**config.mk**
```make
export PLATFORM = sky130hd
export DESIGN_NAME = alu1_sized_mc
export DESIGN_NICKNAME = d
export VERILOG_FILES = /design/src/rtl/alu1_sized_mc.sv
export SDC_FILE = /design/constraint.sdc
export NUM_CORES = 1
export LEC_CHECK = 0
export BUFFER_PORTS_ARGS = -buffer_cell sky130_fd_sc_hd__buf_2
export CORE_ASPECT_RATIO = 0.7
export CORE_UTILIZATION = 40
export DETAILED_ROUTE_END_ITERATION = 16
export SYNTH_ARGS = -nofsm -noshare
export SYNTH_HDL_FRONTEND = slang
export SYNTH_SLANG_ARGS = --single-unit
export TNS_END_PERCENT = 20
```
**constraint.sdc**
```tcl
create_clock -name clk -period 9.03 [get_ports clk]
set_clock_uncertainty 0.1 [all_clocks]
set_input_delay 2.2575 -clock clk [delete_from_list [all_inputs] [get_ports clk]]
set_output_delay 2.2575 -clock clk [all_outputs]
set_load 0.02 [all_outputs]
```
**src/rtl/alu1_sized_mc.sv**
```systemverilog
// Execute-stage ALU1 with 8/16/32-bit operand size, an iterative multi-cycle shifter
// and valid/ready handshakes on both the operand and the result side.
module alu1_sized_mc #(
    parameter int DATA_W     = 32,
    parameter int SHIFT_STEP = 8
) (
    input  logic              clk,
    input  logic              rst,
    input  logic              in_valid,
    output logic              in_ready,
    input  logic [3:0]        alu1_op,
    input  logic [1:0]        alu1_op_size,
    input  logic [DATA_W-1:0] sr1,
    input  logic [DATA_W-1:0] sr2,
    input  logic [DATA_W-1:0] eax,
    input  logic              CF_in,
    input  logic              AF_in,
    input  logic              DF_in,
    input  logic [5:0]        ld_flag_in,
    output logic              out_valid,
    input  logic              out_ready,
    output logic [DATA_W-1:0] alu_res1,
    output logic [5:0]        alu1_flags,
    output logic [5:0]        ld_flag_out,
    output logic              out_err
);

    localparam logic [3:0] OP_OR   = 4'h0;
    localparam logic [3:0] OP_AND  = 4'h1;
    localparam logic [3:0] OP_SAL  = 4'h2;
    localparam logic [3:0] OP_SAR  = 4'h3;
    localparam logic [3:0] OP_MOV1 = 4'h4;
    localparam logic [3:0] OP_MOV2 = 4'h5;
    localparam logic [3:0] OP_ZERO = 4'h6;
    localparam logic [3:0] OP_NOT  = 4'h7;
    localparam logic [3:0] OP_INC  = 4'h8;
    localparam logic [3:0] OP_ADD  = 4'h9;
    localparam logic [3:0] OP_STR  = 4'hA;
    localparam logic [3:0] OP_CMP  = 4'hB;
    localparam logic [3:0] OP_DAA  = 4'hC;

    localparam logic [5:0] STEP_MAX = 6'(SHIFT_STEP);

    typedef enum logic [1:0] {IDLE, SHIFT, DONE} state_t;

    function automatic logic [31:0] size_mask(input logic [1:0] sz);
        case (sz)
            2'b00:   return 32'h0000_00FF;
            2'b01:   return 32'h0000_FFFF;
            default: return 32'hFFFF_FFFF;
        endcase
    endfunction

    function automatic logic msb_n(input logic [31:0] v, input logic [1:0] sz);
        case (sz)
            2'b00:   return v[7];
            2'b01:   return v[15];
            default: return v[31];
        endcase
    endfunction

    // Bit N of a 33-bit value: the carry/borrow out of the operand msb.
    function automatic logic bit_n(input logic [32:0] v, input logic [1:0] sz);
        case (sz)
            2'b00:   return v[8];
            2'b01:   return v[16];
            default: return v[32];
        endcase
    endfunction

    function automatic logic [31:0] sext_n(input logic [31:0] v, input logic [1:0] sz);
        case (sz)
            2'b00:   return {{24{v[7]}}, v[7:0]};
            2'b01:   return {{16{v[15]}}, v[15:0]};
            default: return v;
        endcase
    endfunction

    state_t      state_q, state_d;
    logic [31:0] res_q, res_d;
    logic [5:0]  flags_q, flags_d;
    logic [5:0]  ldf_q, ldf_d;
    logic        err_q, err_d;
    logic [5:0]  rem_q, rem_d;
    logic [31:0] sh_q, sh_d;
    logic [31:0] hi_q, hi_d;
    logic [1:0]  sz_q, sz_d;
    logic        sar_q, sar_d;
    logic [5:0]  ldsh_q, ldsh_d;

    // Single-cycle datapath evaluated on the live inputs at accept time
    logic [31:0] msk, a_m, b_m, ar_x, ar_y, c_res, f_val, str_step;
    logic [32:0] arith;
    logic [1:0]  f_sz;
    logic [7:0]  daa_1, daa_2;
    logic        daa_lo, daa_hi, ar_xm, ar_ym, ar_rm;
    logic        c_cf, c_pf, c_af, c_zf, c_sf, c_of, c_err, c_go_shift, c_std;
    logic [5:0]  c_flags, c_ldf;

    always_comb begin
        msk   = size_mask(alu1_op_size);
        a_m   = sr1 & msk;
        b_m   = sr2 & msk;
        ar_x  = (alu1_op == OP_CMP) ? (eax & msk) : a_m;
        ar_y  = (alu1_op == OP_INC) ? 32'd1 : ((alu1_op == OP_CMP) ? a_m : b_m);
        arith = (alu1_op == OP_CMP) ? ({1'b0, ar_x} - {1'b0, ar_y})
                                    : ({1'b0, ar_x} + {1'b0, ar_y});
        ar_xm = msb_n(ar_x, alu1_op_size);
        ar_ym = msb_n(ar_y, alu1_op_size);
        ar_rm = msb_n(arith[31:0], alu1_op_size);

        daa_lo = (eax[3:0] > 4'd9) || AF_in;
        daa_1  = daa_lo ? (eax[7:0] + 8'h06) : eax[7:0];
        daa_hi = (eax[7:0] > 8'h99) || CF_in;
        daa_2  = daa_hi ? (daa_1 + 8'h60) : daa_1;

        case (alu1_op_size)
            2'b00:   str_step = 32'd1;
            2'b01:   str_step = 32'd2;
            default: str_step = 32'd4;
        endcase

        c_res      = '0;
        f_val      = '0;
        f_sz       = alu1_op_size;
        c_cf       = 1'b0;
        c_pf       = 1'b0;
        c_af       = 1'b0;
        c_zf       = 1'b0;
        c_sf       = 1'b0;
        c_of       = 1'b0;
        c_std      = 1'b1;
        c_err      = 1'b0;
        c_go_shift = 1'b0;
        c_ldf      = ld_flag_in;

        case (alu1_op)
            OP_OR: begin
                c_res = ((sr1 | sr2) & msk) | (sr1 & ~msk);
                f_val = c_res;
            end
            OP_AND: begin
                c_res = ((sr1 & sr2) & msk) | (sr1 & ~msk);
                f_val = c_res;
            end
            OP_SAL, OP_SAR: begin
                if (sr2[4:0] == 5'd0) begin
                    c_res = sr1;
                    c_ldf = '0;
                    c_std = 1'b0;
                end else begin
                    c_go_shift = 1'b1;
                end
            end
            OP_MOV1, OP_MOV2, OP_ZERO, OP_NOT: begin
                case (alu1_op)
                    OP_MOV1: c_res = sr1;
                    OP_MOV2: c_res = sr2;
                    OP_ZERO: c_res = '0;
                    default: c_res = ~sr1;
                endcase
                // sr1 carries a packed flag image in EFLAGS bit positions
                c_std = 1'b0;
                c_cf  = sr1[0];
                c_pf  = sr1[2];
                c_af  = sr1[4];
                c_zf  = sr1[6];
                c_sf  = sr1[7];
                c_of  = sr1[11];
            end
            OP_INC, OP_ADD: begin
                c_res = (arith[31:0] & msk) | (sr1 & ~msk);
                f_val = arith[31:0];
                c_cf  = bit_n(arith, alu1_op_size);
                c_af  = ar_x[4] ^ ar_y[4] ^ arith[4];
                c_of  = (ar_xm == ar_ym) && (ar_rm != ar_xm);
            end
            OP_STR: begin
                c_res = DF_in ? (sr1 - str_step) : (sr1 + str_step);
                c_std = 1'b0;
            end
            OP_CMP: begin
                c_res = sr1;
                f_val = arith[31:0];
                c_cf  = bit_n(arith, alu1_op_size);
                c_af  = ar_x[4] ^ ar_y[4] ^ arith[4];
                c_of  = (ar_xm != ar_ym) && (ar_rm != ar_xm);
            end
            OP_DAA: begin
                c_res = {eax[31:8], daa_2};
                f_val = {24'd0, daa_2};
                f_sz  = 2'b00;
                c_cf  = daa_hi;
                c_af  = daa_lo;
            end
            default: c_err = 1'b1;
        endcase

        if (c_std) begin
            c_zf = ((f_val & size_mask(f_sz)) == 32'd0);
            c_sf = msb_n(f_val, f_sz);
            c_pf = ~^f_val[7:0];
        end

        if (alu1_op_size == 2'b11) begin
            c_err = 1'b1;
        end
        if (c_err) begin
            c_res      = '0;
            c_cf       = 1'b0;
            c_pf       = 1'b0;
            c_af       = 1'b0;
            c_zf       = 1'b0;
            c_sf       = 1'b0;
            c_of       = 1'b0;
            c_ldf      = '0;
            c_go_shift = 1'b0;
        end
        c_flags = {c_of, c_sf, c_zf, c_af, c_pf, c_cf};
    end

    // One iteration of the shifter; the extra low bit of w_ar catches the last bit out
    logic [5:0]         step;
    logic [31:0]        msk_q, sh_next, sh_res;
    logic [32:0]        w_l;
    logic signed [32:0] w_ar;
    logic               cf_next, sh_sf, sh_zf, sh_pf, sh_of;

    always_comb begin
        step  = (rem_q > STEP_MAX) ? STEP_MAX : rem_q;
        msk_q = size_mask(sz_q);
        w_l   = {1'b0, sh_q} << step;
        w_ar  = $signed({sext_n(sh_q, sz_q), 1'b0}) >>> step;
        if (sar_q) begin
            sh_next = w_ar[32:1] & msk_q;
            cf_next = w_ar[0];
        end else begin
            sh_next = w_l[31:0] & msk_q;
            cf_next = bit_n(w_l, sz_q);
        end
        sh_res = sh_next | (hi_q & ~msk_q);
        sh_sf  = msb_n(sh_next, sz_q);
        sh_zf  = (sh_next == 32'd0);
        sh_pf  = ~^sh_next[7:0];
        sh_of  = sar_q ? 1'b0 : (sh_sf ^ cf_next);
    end

    always_comb begin
        state_d = state_q;
        res_d   = res_q;
        flags_d = flags_q;
        ldf_d   = ldf_q;
        err_d   = err_q;
        rem_d   = rem_q;
        sh_d    = sh_q;
        hi_d    = hi_q;
        sz_d    = sz_q;
        sar_d   = sar_q;
        ldsh_d  = ldsh_q;
        case (state_q)
            IDLE: begin
                if (in_valid) begin
                    if (c_go_shift) begin
                        state_d = SHIFT;
                        rem_d   = {1'b0, sr2[4:0]};
                        sh_d    = sr1 & msk;
                        hi_d    = sr1;
                        sz_d    = alu1_op_size;
                        sar_d   = alu1_op[0];
                        ldsh_d  = ld_flag_in;
                    end else begin
                        state_d = DONE;
                        res_d   = c_res;
                        flags_d = c_flags;
                        ldf_d   = c_ldf;
                        err_d   = c_err;
                    end
                end
            end
            SHIFT: begin
                sh_d  = sh_next;
                rem_d = rem_q - step;
                if (rem_q == step) begin
                    state_d = DONE;
                    res_d   = sh_res;
                    flags_d = {sh_of, sh_sf, sh_zf, 1'b0, sh_pf, cf_next};
                    ldf_d   = ldsh_q;
                    err_d   = 1'b0;
                end
            end
            DONE: begin
                if (out_ready) begin
                    state_d = IDLE;
                end
            end
            default: state_d = IDLE;
        endcase
    end

    always_ff @(posedge clk) begin
        if (rst) begin
            state_q <= IDLE;
            res_q   <= '0;
            flags_q <= '0;
            ldf_q   <= '0;
            err_q   <= 1'b0;
            rem_q   <= '0;
            sh_q    <= '0;
            hi_q    <= '0;
            sz_q    <= '0;
            sar_q   <= 1'b0;
            ldsh_q  <= '0;
        end else begin
            state_q <= state_d;
            res_q   <= res_d;
            flags_q <= flags_d;
            ldf_q   <= ldf_d;
            err_q   <= err_d;
            rem_q   <= rem_d;
            sh_q    <= sh_d;
            hi_q    <= hi_d;
            sz_q    <= sz_d;
            sar_q   <= sar_d;
            ldsh_q  <= ldsh_d;
        end
    end

    assign in_ready    = (state_q == IDLE);
    assign out_valid   = (state_q == DONE);
    assign alu_res1    = res_q;
    assign alu1_flags  = flags_q;
    assign ld_flag_out = ldf_q;
    assign out_err     = err_q;

endmodule
```
Word-level counts from Yosys, hierarchy flattened
Index checks and enable logic that the tools add are counted.

Register bits after elaboration: 126. Input port bits: 115. Word-level logic and storage cells: 179.

Add/subtract/negate cells: 7. $lt $le $gt $ge: 3. Equality and inequality tests: 27. Shift operators: 2. Muxes and demuxes: 81. Bitwise gates (word level): 23. Reduce and logical (&&, ||, !) cells: 25.

Operators by type and width (number): $mux 32 (13); $and 32x32->32 (12); $pmux 32 s2 (6); $pmux 32 s8 (1); $or 32x32->32 (5); $pmux 32 s4 (1); $not 32->32 (3); $pmux 32 s3 (1); $mux 6 (12); $logic_not 32->1 (2); $pmux 6 s2 (3); $add 32x32->33 (1); $mux 33 (1); $shl 32x6->33 (1); $sshr 33x6->33 (1); $sub 32x32->33 (1); $add 32x32->32 (1); $sub 32x32->32 (1); $mux 1 (22); $eq 4x4->1 const B (5); $pmux 1 s2 (9); $eq 4x3->1 const B (4); $mux 8 (2); $reduce_xnor 8->1 (2); 33 further kinds (58).

Logic depth before layout (Yosys ltp)
Gate-level depths: netlist (run 1).

Depth in word-level cells: 15. Gate-level depth with buffers: 26.

Worst setup path before layout (run 1)
No wires, ideal clock.

Kind: input to register. From: in alu1_op[0]. To: reg flags_q[3], in the netlist alu1_flags[3]. Library setup time: 0.101 ns. Data arrival time: 7.232 ns. Data required time: 8.829 ns. Slack: 1.597 ns. Cell stages on the path: 24. Cells stage by stage: clkbuf_1 clkbuf_1 clkbuf_1 clkbuf_1 clkbuf_1 a22oi_1 ha_1 nand3_1 nor4_1 nand2_1 o221ai_1 a22oi_1 ha_1 clkbuf_1 nand4_1 nor3_1 nand4_1 o221a_2 a21oi_1 xor2_1 nor4b_1 o2111ai_1 nand4b_1 o41ai_1.

Word-level cells in the longest chain between the ends: 13. Elaborated cells on any way between the ends: 45.

Ends and longest elaborated chain: start: declaration (line 11) `input logic [3:0] alu1_op,`; $eq 4x4->1; $mux 32 (2 in series) (line 105) `ar_y = (alu1_op == OP_INC) ? 32'd1 : ((alu1_op == OP_CMP) ? a_m : b_m);`; $add 32x32->33 / $sub 32x32->33 (equally long branches) (line 107, 106); $mux 33 (line 106) `arith = (alu1_op == OP_CMP) ? ({1'b0, ar_x} - {1'b0, ar_y})`; $pmux 32 s4 (line 137) `case (alu1_op)`; $and 32x32->32 (line 200) `c_zf = ((f_val & size_mask(f_sz)) == 32'd0);`; $logic_not 32->1 (line 200); $mux 1 (line 199) `if (c_std) begin`; $mux 1 (line 208) `if (c_err) begin`; $mux 6 (line 263) `if (c_go_shift) begin`; $mux 6 (line 262) `if (in_valid) begin`; $pmux 6 s2 (line 260) `case (state_q)`; end signal: assignment (line 316) `flags_q <= flags_d;`; end: declaration (line 81) `logic [5:0] flags_q, flags_d;`.

Parallel ways exist; a longest one is shown, timed or not. The select of a mux whose other input is x is not followed. A chain may end at the register's enable or synchronous reset.

Final worst setup path (run 1)
From: in alu1_op[3]. To: reg flags_q[3], in the netlist alu1_flags[3].

The elaborated chain is that of the path after synthesis.

==> out/qor.yml, run 1 <==
outcome:
  status: "complete, no violations"
critical_path:
  max_stage_delay_ns: 0.79
  critPathLaunch: "alu1_op[3]"
  cp_common_cell: "ha_1"
  crit_fanout: 23
  crit_path_start_kind: "input pin"
  r2r_end: "alu1_flags[3]"
  timing.rr.start: "rem_q[1]"
  worst-setup-path-type: "in -> reg"
  required_ns: 9.27
  r2r_slack_ns: 3.01
  cp.arrival_ns: 8.48
  cpMaxStageDelayCell: "nor3b_1"
  crit_path_end_kind: "flip-flop"
  endpoint: "alu1_flags[3]"
  worstRegToRegCells: 14
  crit_chain: "buf_2 > and2b_2 > o21ai_1 > buf_4 > a22oi_1 > ha_1 > nand3_1 > or2_2 > o31ai_1 > xor2_1 > ha_1 > a21o_1 > or3_1 > o21ai_0 > buf_4 > xor2_1 > nor2_1 > nor2_1 > ha_1 > nand4_1 > nor3_1 > nor3b_1 > a221oi_1 > o41ai_1"
sta:
  setup_violations: 0
  rsz0062_at_grt: "no"
  layout_setup_ws_ns: 0.796
  fmaxAchievable_mhz: 121
  final_hold_viol_count: 0
  period_minus_slack_ns: 8.23
  finalSetupTns_ns: 0
  tightest_slew_ns: 1.28
  min_period_over_period: 0.912
  final_max_slew_viol_count: 0
  maxSlewHeadroom: 0.143
  hold-worst-slack_ns: 0.356
global_route:
  grt.overflow.total: 0
  antenna_found_initial: 3
  track_usage: 0.378
  first_global_vias: 19800
  grt_max_degree: 63
  grt_pass1_wl_um: 129000
finish:
  area.sequential_sq_um: 2360
  fillers: 4496
  syn2layout_area_growth_pct: 9.43
  final_nets: 2823
  drive_gt1_frac: 0.122
  multi_input_area_sq_um: 14000
synthesis:
  synthMostInstantiatedCell: "nand2_1"
  synth_top_flop_cell: "dfxtp_1"
  synth_area_leaders: "dfxtp_1 13%, nand2_1 8.1%, a21oi_1 7.5%"
  synth_seq_area_share: 0.135
  yosysTopAreaCell: "dfxtp_1"
  async_reset_ff_frac: 0
  synth_common_cells: "379 x nand2_1, 262 x a21oi_1, 237 x nor2_1"
  synth_cell_type_count: 96
  synth_fp_nets: 2824
  synth_cells: 2631
  synth_area_sq_um: 17500
  ys_warn_count: 0
  synth_seq_cells: 118
  synth_top_cell_area_share: 0.135
  synth.avg_cell_area_sq_um: 6.65
  synth_edf_count: 0
floorplan:
  io_pins: 162
  row_count: 63
  die_area_sq_um: 44600
  die_h_um: 177
  fp.dieW_um: 252
  start_util: 0.410
  core_sq_um: 42700
detailed_routing:
  dr.pass1.iters: 8
  detail-route-antenna-nets: 0
  finalWirelength_um: 86200
  drt-initial-drc-count: 3380
  remaining_drc_errors: 0
  via_per_inst: 6.83
  vias: 22100
  wl_per_cell_um: 26.7
cts:
  numCtsBuffers: 17
  clockBufferDepth: 2
  cts.hold.buffers_added: 0
  cts_resized: 0
  h-tree-depth: 4
  cts_setup_buffers: 0
  clock_sinks: 118
  tritoncts: "done"
  clk_latency_ns: 0.44
  clkTransAtPathRegs_ns: 0.06
  cts-root-buf: "clkbuf_16"
power_and_ir_drop:
  p_per_area_nw_per_um2: 118
  p_leak_nw: 7.37
  peakVddDrop_v: 0.000183
place:
  place.detailed.hpwl_um: 65400
  pre_cts_slack_ns: 0.782
  io_buffers: 161
  gp_congestion: 1.01
hold_path:
  hp-class: "reg -> reg"
job:
  drv_cap: 0
==> area by class of cell <==
type	instances	share of cell area
diodes	2	0.000261
clock buffers	18	0.0229
clock inverters	14	0.00797
inverters	54	0.0108
multi-input cells	2222	0.732
flip-flops and latches	118	0.123
well taps	585	0.0382
repair buffers	217	0.0641
==> worst min-delay path by stage <==
stage	start	endpoint	slack, ns	cells after the start
after global routing	hi_q[8]	hi_q[8]	0.37	2
after detailed placement	hi_q[11]	hi_q[11]	0.35	2
after CTS	hi_q[18]	hi_q[18]	0.36	2
after global placement	hi_q[24]	hi_q[24]	0.34	2
final	hi_q[18]	hi_q[18]	0.36	2
after floorplan	hi_q[24]	hi_q[24]	0.33	2
==> power breakdown <==
group          internal [mW]  switching [mW]  total [mW]
Combinational          0.330           0.654       0.984
Sequential             0.545          0.0266       0.572
Clock                  0.415           0.285       0.700
Total                   1.29           0.966        2.26
==> cell usage in the layout (no fill, tap or decap), types with 20 or more instances in the layout <==
| cell type | count |
|---|---|
| nand2_1 | 379 |
| a21oi_1 | 262 |
| nor2_1 | 234 |
| o21ai_0 | 168 |
| buf_2 | 160 |
| dfxtp_1 | 118 |
| mux2i_1 | 83 |
| nor3_1 | 79 |
| ha_1 | 76 |
| a22oi_1 | 59 |
| buf_4 | 57 |
| a211oi_1 | 53 |
| nand3_1 | 52 |
| inv_1 | 51 |
| o211ai_1 | 43 |
| xnor2_1 | 41 |
| o22ai_1 | 39 |
| a31oi_1 | 37 |
| a221oi_1 | 36 |
| nand2b_1 | 34 |
| a21o_1 | 32 |
| a21boi_0 | 30 |
| nand4_1 | 29 |
| xor2_1 | 27 |
| nor2b_1 | 24 |
| o221ai_1 | 24 |
| nor4_1 | 22 |
| a311oi_1 | 21 |
| o21a_1 | 20 |
==> kinds of logic (layout without fill, tap and decap cells) <==
logic type	count (synthesis)	in the layout	synth area share
other	1	3	0.000214
adders and majority gates	78	78	0.0566
muxes	108	108	0.0681
and+or+nand+nor	969	969	0.257
AOI/OAI and AO/OA	997	997	0.380
xor gates and xnor gates	69	69	0.0354
buffers and inverters	291	303	0.0681
DFF	118	118	0.135
==> flip-flops by register name (all words and copies together), names as in the netlist <==
register     cells
alu_res1        32
sh_q            32
sar_q            1
out_err          1
hi_q            24
sz_q             2
alu1_flags       6
state_q          2
ldsh_q           6
ld_flag_out      6
rem_q            6
==> per-layer routing <==
metal / track usage / up-vias / routed length [um]
met1: 0.562 / 10500 / 38700
met5: 0 / - / 48
li1: - / 9888 / -
met4: 0.0977 / 8 / 2200
met2: 0.532 / 1480 / 34300
met3: 0.0938 / 177 / 11000
==> metrics by stage <==
| step | instances | util | power, mW | instance area (sq um) |
|---|---|---|---|---|
| final | 3230 | 0.448 | 2.26 | 19200 |
| after global placement | 3196 | 0.434 | 1.52 | 18600 |
| after detailed placement | 3196 | 0.434 | 1.53 | 18600 |
| after floorplan | 2631 | - | 1.20 | 17500 |
| after global routing | 3228 | 0.448 | 2.35 | 19100 |
| after CTS | 3228 | 0.448 | 2.22 | 19100 |
==> worst max-delay path: cells and delay by family <==
family | cells | cell delay, ns
AOI/OAI and AO/OA | 7 | 1.49
xor gates and xnor gates | 2 | 0.54
buffers and inverters | 3 | 0.76
adders and majority gates | 3 | 0.71
and+or+nand+nor | 9 | 2.73
(Power assumes the default switching activity.)
==> run 2, diff against run 1 <==
CORE_UTILIZATION = 46   (was 40)
==> run 2 against run 1 <==
Against the previous run:
- maximum frequency grew 0.96%
- sequential share of layout area grew 0.090 points
- wire length shrank 4.0%
- utilization grew 6.1 points
- clock power shrank 3%
- sequential power is essentially flat
- global-route usage grew 3.5 points
- worst hold slack lost 0.0017 ns
==> out/qor.yml, run 2 (synthesized netlist as in run 1, its figures left out) <==
critical_path:
  required_ns: 9.27  # about the same
  crit_path_end_kind: "flip-flop"
  max_stage_delay_ns: 0.64  # -0.15 ns
  crit_fanout: 26  # +13%
  cp_common_cell: "buf_4"
  worst-path-buf-inv: 5  # +2
  crit_path_start_kind: "input pin"
  cp_top_family: "simple AND/OR/NAND/NOR gates"
  cpMaxStageDelayCell: "xnor2_1"
  worst-setup-path-type: "in -> reg"
  cp.arrival_ns: 8.40  # -0.08 ns
finish:
  final_cell_mix: "379 x nand2_1, 262 x a21oi_1, 234 x nor2_1"
  finish.utilization: 0.509  # +0.0607
  multi_input_area_sq_um: 14000  # about the same
  fillers: 3886  # -14%
  drive_gt1_frac: 0.120  # -0.00180
  syn2layout_area_growth_pct: 8.64
  fin_cells: 3132  # -3.0%
  final_nets: 2822  # -0.035%
  area.sequential_sq_um: 2360  # unchanged
  final_common_cell: "nand2_1"
place:
  gp_congestion: 1.03  # +1.9%
  placed_cells: 3098  # -3.1%
  place.detailed.hpwl_um: 63000  # -3.6%
  io_buffers: 161  # unchanged
  pre_cts_slack_ns: 0.737  # -0.0443 ns
cts:
  clockBufferDepth: 2  # unchanged
  clock_sinks: 118  # unchanged
  clkTransAtPathRegs_ns: 0.06  # about the same
  clk_latency_ns: 0.44  # about the same
  cts-root-buf: "clkbuf_16"
  cts_setup_buffers: 0  # unchanged
  numCtsBuffers: 17  # unchanged
  tritoncts: "done"
  cts_resized: 0  # unchanged
  h-tree-depth: 4  # unchanged
  cts.hold.buffers_added: 0  # unchanged
detailed_routing:
  wl_per_cell_um: 26.4  # -1.0%
  vias: 22200  # +0.61%
  remaining_drc_errors: 0  # unchanged
  finalWirelength_um: 82800  # -4.0%
  via_per_inst: 7.09  # +3.8%
  drt-initial-drc-count: 3567  # +5.5%
  dr.pass1.iters: 6  # -2
  detail-route-antenna-nets: 0  # unchanged
global_route:
  first_global_vias: 19400  # -1.6%
  track_usage: 0.413  # +0.0345
  grt_pass1_wl_um: 123000  # -4.6%
  grt_max_degree: 61  # -3.2%
  grt.overflow.total: 0  # unchanged
  antenna_found_initial: 3  # unchanged
sta:
  final_max_slew_viol_count: 0  # unchanged
  tightest_slew_ns: 1.25  # -0.0290 ns
  setup_violations: 0  # unchanged
  min_period_over_period: 0.903  # -0.00870
  fmaxAchievable_mhz: 123  # +0.96%
  layout_setup_ws_ns: 0.874  # +0.0786 ns
  maxSlewHeadroom: 0.163  # +0.0194
  rsz0062_at_grt: "no"
  finalSetupTns_ns: 0  # unchanged
  final_hold_viol_count: 0  # unchanged
  period_minus_slack_ns: 8.16  # -0.0786 ns
power_and_ir_drop:
  p_per_area_nw_per_um2: 117  # -0.43%
  p_leak_nw: 7.36  # about the same
  peakVddDrop_v: 0.000123  # -33%
  power_mw: 2.23  # -1.2%
floorplan:
  die_area_sq_um: 38800  # -13%
  io_pins: 162  # unchanged
  row_count: 59  # -6.3%
  start_util: 0.469  # +0.0589
  die_h_um: 165  # -6.7%
  fp.dieW_um: 235  # -6.7%
  core_sq_um: 37400  # -13%
hold_path:
  hp-class: "reg -> reg"
outcome:
  status: "complete, no violations"
job:
  drv_cap: 0  # unchanged
[run 2: worst paths after layout]
check                   from            end  slack (ns)  cells after the start
max          alu1_op_size[0]  alu1_flags[5]        0.87                     25
max reg2reg         rem_q[0]  alu1_flags[3]        3.63                     14
min reg2reg         hi_q[12]       hi_q[12]        0.35                      2
min                 hi_q[12]       hi_q[12]        0.35                      2
[run 2: through the flow]
stage	hold slack (ns)	cell area (sq um)
2_1_floorplan	0.334	17500
4_1_cts	0.355	19000
3_3_place_gp	0.342	18400
6_report	0.355	19000
3_5_place_dp	0.347	18400
5_1_grt	0.374	19000
[run 2: per-layer routing]
layer,wire length [um],global-route usage,vias to the layer above,share of wire
met5,177,0.0177,-,0.0021
met3,11000,0.121,159,0.13
met1,36600,0.598,10500,0.44
li1,-,-,9888,-
met2,33100,0.587,1623,0.40
met4,1940,0.0987,6,0.023
[run 2: power breakdown]
group          internal [mW]  switching (mW)  total, mW
clock network          0.419           0.263      0.682
logic                  0.328           0.650      0.978
registers              0.546          0.0240      0.569
total                   1.29           0.938       2.23
[run 2: final cells by class]
cell class                 count  area share
multi-input combinational   2222       0.737
sequential                   118       0.124
timing repair buffer         216      0.0642
tap                          488      0.0321
clock buffer                  20      0.0240
inverter                      54      0.0109
clock inverter                11     0.00665
antenna                        3    0.000395
[run 2: tightest hold or removal path, stage by stage, from the launching register on]
cell and delay [ns]:
dfxtp_1 0.31, nand2_1 0.05, a21oi_1 0.05
